$ cat src/rtl/display_scan_ctrl.sv
// Time-multiplexed 7-segment scan controller: BLANK/SHOW per digit, shadowed value loads at frame boundaries.
// Optional `define LEADING_ZERO_BLANK_EN keeps leading-zero digits (other than digit 0) dark.
module display_scan_ctrl #(
  parameter int NUM_DIGITS   = 4,
  parameter int SHOW_CYCLES  = 50000,
  parameter int BLANK_CYCLES = 500
) (
  input  logic                      clk,
  input  logic                      rst_n,
  input  logic [4*NUM_DIGITS-1:0]   value,
  input  logic                      load,
  output logic [3:0]                digit_code,
  output logic [NUM_DIGITS-1:0]     an_n,
  output logic                      frame_done,
  output logic                      pending
);

  localparam int CMAX = (SHOW_CYCLES > BLANK_CYCLES) ? SHOW_CYCLES : BLANK_CYCLES;
  localparam int CW   = $clog2(CMAX + 1);
  localparam int IW   = $clog2(NUM_DIGITS);
  localparam logic [CW-1:0] SHOW_LAST  = CW'(SHOW_CYCLES - 1);
  localparam logic [CW-1:0] BLANK_LAST = CW'(BLANK_CYCLES - 1);
  localparam logic [IW-1:0] LAST_IDX   = IW'(NUM_DIGITS - 1);

  typedef enum logic {ST_BLANK = 1'b0, ST_SHOW = 1'b1} state_t;

  state_t                    r_state, w_state_next;
  logic [CW-1:0]             r_cnt, w_cnt_next;
  logic [IW-1:0]             r_idx, w_idx_next;
  logic [4*NUM_DIGITS-1:0]   r_active, r_shadow, w_active_next;
  logic                      r_pending;
  logic [3:0]                r_code, w_code_next;
  logic                      w_show_end, w_blank_end, w_frame_end;
  logic [NUM_DIGITS-1:0]     w_dark;

  always_ff @(posedge clk or negedge rst_n) begin
    if (!rst_n) begin
      r_state <= ST_BLANK;
      r_cnt   <= '0;
      r_idx   <= '0;
    end else begin
      r_state <= w_state_next;
      r_cnt   <= w_cnt_next;
      r_idx   <= w_idx_next;
    end
  end

  always_comb begin
    w_state_next = r_state;
    w_cnt_next   = r_cnt + 1'b1;
    w_idx_next   = r_idx;
    w_blank_end  = (r_state == ST_BLANK) && (r_cnt == BLANK_LAST);
    w_show_end   = (r_state == ST_SHOW) && (r_cnt == SHOW_LAST);
    w_frame_end  = w_show_end && (r_idx == LAST_IDX);
    if (w_blank_end) begin
      w_state_next = ST_SHOW;
      w_cnt_next   = '0;
    end else if (w_show_end) begin
      w_state_next = ST_BLANK;
      w_cnt_next   = '0;
      w_idx_next   = (r_idx == LAST_IDX) ? '0 : r_idx + 1'b1;
    end
  end

  // A load coinciding with the frame boundary bypasses the shadow so it is never lost.
  always_comb begin
    w_active_next = r_active;
    if (w_frame_end) begin
      if (load)           w_active_next = value;
      else if (r_pending) w_active_next = r_shadow;
    end
  end

  // The code for the next digit is taken from the post-boundary active value so a frame never mixes loads.
  always_comb begin
    w_code_next = 4'h0;
    for (int i = 0; i < NUM_DIGITS; i++) begin
      if (w_idx_next == IW'(i)) w_code_next = w_active_next[4*i +: 4];
    end
  end

  always_ff @(posedge clk or negedge rst_n) begin
    if (!rst_n) begin
      r_active  <= '0;
      r_shadow  <= '0;
      r_pending <= 1'b0;
      r_code    <= 4'h0;
    end else begin
      r_active <= w_active_next;
      if (w_frame_end) begin
        r_pending <= 1'b0;
      end else if (load) begin
        r_shadow  <= value;
        r_pending <= 1'b1;
      end
      if (w_show_end) r_code <= w_code_next;
    end
  end

`ifdef LEADING_ZERO_BLANK_EN
  always_comb begin
    logic v_zero_above;
    v_zero_above = 1'b1;
    w_dark       = '0;
    for (int i = NUM_DIGITS - 1; i > 0; i--) begin
      v_zero_above = v_zero_above && (r_active[4*i +: 4] == 4'h0);
      w_dark[i]    = v_zero_above;
    end
  end
`else
  assign w_dark = '0;
`endif

  // Enables decode straight from the state register so reset darkens the display asynchronously.
  always_comb begin
    an_n       = '1;
    frame_done = w_frame_end;
    if (r_state == ST_SHOW) begin
      for (int i = 0; i < NUM_DIGITS; i++) begin
        if ((r_idx == IW'(i)) && !w_dark[i]) an_n[i] = 1'b0;
      end
    end
  end

  assign digit_code = r_code;
  assign pending    = r_pending;

endmodule

$ cat config.mk
export PLATFORM = sky130hd
export DESIGN_NAME = display_scan_ctrl
export DESIGN_NICKNAME = d
export VERILOG_FILES = /design/src/rtl/display_scan_ctrl.sv
export SDC_FILE = /design/constraint.sdc
export NUM_CORES = 1
export LEC_CHECK = 0
export ABC_AREA = 1
export CAP_MARGIN = 20
export CORE_MARGIN = 5
export CORE_UTILIZATION = 52
export DETAILED_ROUTE_END_ITERATION = 12
export PLACE_DENSITY = 0.86
export SYNTH_ARGS = -nofsm -noshare
export SYNTH_HDL_FRONTEND = slang
export SYNTH_SLANG_ARGS = --single-unit
export TNS_END_PERCENT = 20
$ cat constraint.sdc
create_clock -name clk -period 1.7 [get_ports clk]
set_clock_uncertainty 0.1 [all_clocks]
set_input_delay 0.425 -clock clk [delete_from_list [all_inputs] [get_ports clk]]
set_output_delay 0.425 -clock clk [all_outputs]
set_load 0.02 [all_outputs]
==> summary.txt <==
Routing
  – Detail Route Antenna Nets: 0
  – Pre-Repair DR Iteration Count: 4
  – DR iter-0 viols: 302
  – Wire per inst: 17.9 um
  – DRC: 0
  – DR vias: 3,365
  – WL final: 10.6 mm
  – Vias per std cell: 5.70

Floorplan
  – Core Footprint: 5960 um2
  – IO Count: 29
  – Die footprint: 7800 um2
  – Starting Density: 53.6%
  – Die X: 88.3 um
  – Die Y: 88.3 um
  – Site Rows: 28

Clock tree
  – Root buf cell: clkbuf_8
  – Clock sinks: 56
  – Clock slew at reported path FFs: 0.10 ns
  – Clock Path Buffers: 2
  – CTS tree: yes
  – Clk Latency, worst-skew pair: 0.32 ns
  – H-tree depth: 2
  – CTS buffer count: 5

STA
  – Min Tclk post-route: 2.12 ns
  – # setup viols final: 53
  – Max-slew violations: 0
  – Final Cycle Share: 125%
  – Fin. Hold Viols: 0
  – Setup ws final: -0.420 ns
  – Slew Limit Headroom: 73.7%
  – Slew @ Worst Pin: 0.395 ns
  – Fin Hold WS: 0.394 ns
  – RSZ-0062 raised after global routing: true
  – Max frequency: 472 MHz

Worst setup path
  – Crit path largest cell delay: 0.40 ns
  – Worst path most repeated cell: nand2_1
  – CP max stage cell: dfrtp_1
  – CP Data Arrival Time: 2.24 ns
  – Worst EP required: 1.82 ns
  – Biggest fanout along the worst timing path: 5
  – Setup CP Type: reg -> reg
  – Crit end category: flop
  – Crit path cell chain: ha_4 > nand3_4 > buf_6 > nor2_4 > nand3_4 > buf_12 > nor2_4 > nor2_8 > nor2_4 > nand2_1 > nand2_1 > nand2_1 > nand2_1 > nand2_1
  – Nature of the critical path startpoint: flop

Final layout
  – Sequential cell area: 1400 um2
  – Fin util: 77.7%
  – Nets@finish: 538
  – Footprint of the multi-input gates: 1810 um2
  – Share of cells above drive strength 1: 37.7%
  – Diode count: 0
  – Commonest non-fill, non-tap cell in the layout: nand2_1
  – Fill cells: 340
  – Most frequent cells in the layout: nand2_1, buf_4, inv_1, dfrtp_1, nor2_1
  – Non-Filler Instances: 590
  – P&R area growth vs syn: 45.0%

Yosys
  – Post-Syn Instances: 410
  – Sequential fraction of the synthesis area: 43.9%
  – Mapped cell area: 3190 um2
  – Netlist cell types: 34
  – Avg Inst Size Synth: 7.78 um2
  – Ys Warns: 0
  – #FFs+latches synth: 56
  – Syn Nets: 434

Placed design
  – Dpl cells: 564
  – Pre-CTS WS: -0.532 ns
  – IO Port Bufs: 28
  – RePlAce Congestion: 0.913
  – Post-DP HPWL: 5.85 mm

Min path
  – Worst hold path type: reg -> reg

Pwr
  – Total power: 2.52 mW
  – Pleak: 2.30 nW
  – Internal power: 1.92 mW
  – Clock power frac: 35.4%
  – Power density over the cells: 544 nW/um2
  – Sw frac: 23.9%
  – Max IR drop VDD: 375 uV
  – Flop pwr share: 55.3%
  – Psw: 0.602 mW
  – Gate power share: 9.3%

Global route
  – Vias in the first global route: 3,319
  – Global-route usage over all layers: 25.1%
  – Antenna violations before repair: 0
  – First-pass GRT wire length: 15.2 mm
  – Global route total overflow: 0
  – Largest net degree at the start of global routing: 42

Status
  – Failing checks: negative setup slack
  – Status: complete, but fails checks

Run
  – Max-Cap Viols: 0
[critical path, delay by kind of cell, from the launching register on]
family | cells | cell delay, ns
AND/OR/NAND/NOR | 11 | 1.03
buffers and inverters | 2 | 0.32
adder cells (fa/ha/maj) | 1 | 0.16
flip-flops | 1 | 0.40
[logic make-up after synthesis]
logic type	share of synthesized area [%]
AO/OA/AOI/OAI	9.92
multiplexers	2.12
AND/OR/NAND/NOR	31.1
adder cells (fa/ha/maj)	1.96
buffers and inverters	9.37
flip-flops	43.9
XOR/XNOR	1.65
[per-stage QoR]
stage	TNS [ns]	area (um2)
final	-8.24	4630
after global routing	-13.71	4630
after CTS	-5.13	4450
after detailed placement	-10.80	4020
after global placement	-8.21	4020
after floorplan	-0.255	3230
[final cells by class]
cell class	instances	area share, %
multi-input cells	279	39.1
inverters	65	5.46
clock buffers	5	1.49
clock inverters	3	0.920
well taps	75	2.03
flip-flops and latches	56	30.3
repair buffers	107	20.6
[routing by layer]
layer	wire, um	track usage [%]	up-vias
met1	3850	28.2	1612
met2	5370	45.3	192
met5	0	0	-
met3	724	4.38	59
met4	644	13.0	0
li1	-	-	1502
[cells in the mapped netlist, drive strengths merged]
| library cell | count | share of area, % |
|---|---|---|
| a21oi | 12 | 2.1 |
| and2 | 3 | 0.59 |
| buf | 7 | 1.4 |
| clkbuf | 3 | 0.35 |
| clkinv | 1 | 0.12 |
| dfrtp | 56 | 44 |
| ha | 5 | 2.0 |
| inv | 64 | 7.5 |
| mux2 | 6 | 2.1 |
| nand2 | 121 | 15 |
| nand3 | 19 | 4.3 |
| nand3b | 1 | 0.24 |
| nand4 | 8 | 1.6 |
| nor2 | 46 | 7.5 |
| nor3 | 8 | 1.6 |
| nor4 | 4 | 0.78 |
| o21ai | 34 | 6.4 |
| o221ai | 3 | 0.82 |
| o22ai | 3 | 0.59 |
| xor2 | 6 | 1.6 |
[power by group through the flow]
stage | clock (mW) | combinational, mW | sequential (mW)
global placement | 0 | 0.194 | 1.41
CTS | 0.898 | 0.216 | 1.39
floorplan | 0 | 0.0962 | 1.41
detailed placement | 0 | 0.205 | 1.42
global route | 0.947 | 0.260 | 1.40
finish | 0.891 | 0.235 | 1.39
[what timing repair did]
action                                  CTS  global route
endpoints found under the setup margin   50            59
hold endpoints to repair                 15             0
setup buffers                            15             4
cloned                                    0             1
hold buffers                              1             0
gates resized for setup                  81            55
pin swaps                                30            16
[path summary, 6_finish.rpt]
check / from / slack (ns) / cells after the start / to
setup / recovery: r_cnt[1]$_DFF_PN0_ / -0.42 / 14 / digit_code[3]$_DFFE_PN0P_
hold / removal: digit_code[1]$_DFFE_PN0P_ / 0.39 / 2 / digit_code[1]$_DFFE_PN0P_
setup reg to reg: r_cnt[1]$_DFF_PN0_ / -0.42 / 14 / digit_code[3]$_DFFE_PN0P_
hold reg to reg: digit_code[1]$_DFFE_PN0P_ / 0.39 / 2 / digit_code[1]$_DFFE_PN0P_
max in group asynchronous: rst_n / 0.48 / 3 / r_idx[0]$_DFF_PN0_
min in group asynchronous: rst_n / 0.45 / 2 / r_shadow[11]$_DFFE_PN0P_
[flip-flops by register name (all words and copies together), names as in the netlist]
| name | cells |
|---|---|
| r_active | 16 |
| r_cnt | 16 |
| r_shadow | 16 |
| digit_code | 4 |
| r_idx | 2 |
| pending | 1 |
| r_state | 1 |
No activity file was read; power rests on OpenSTA's default activity.
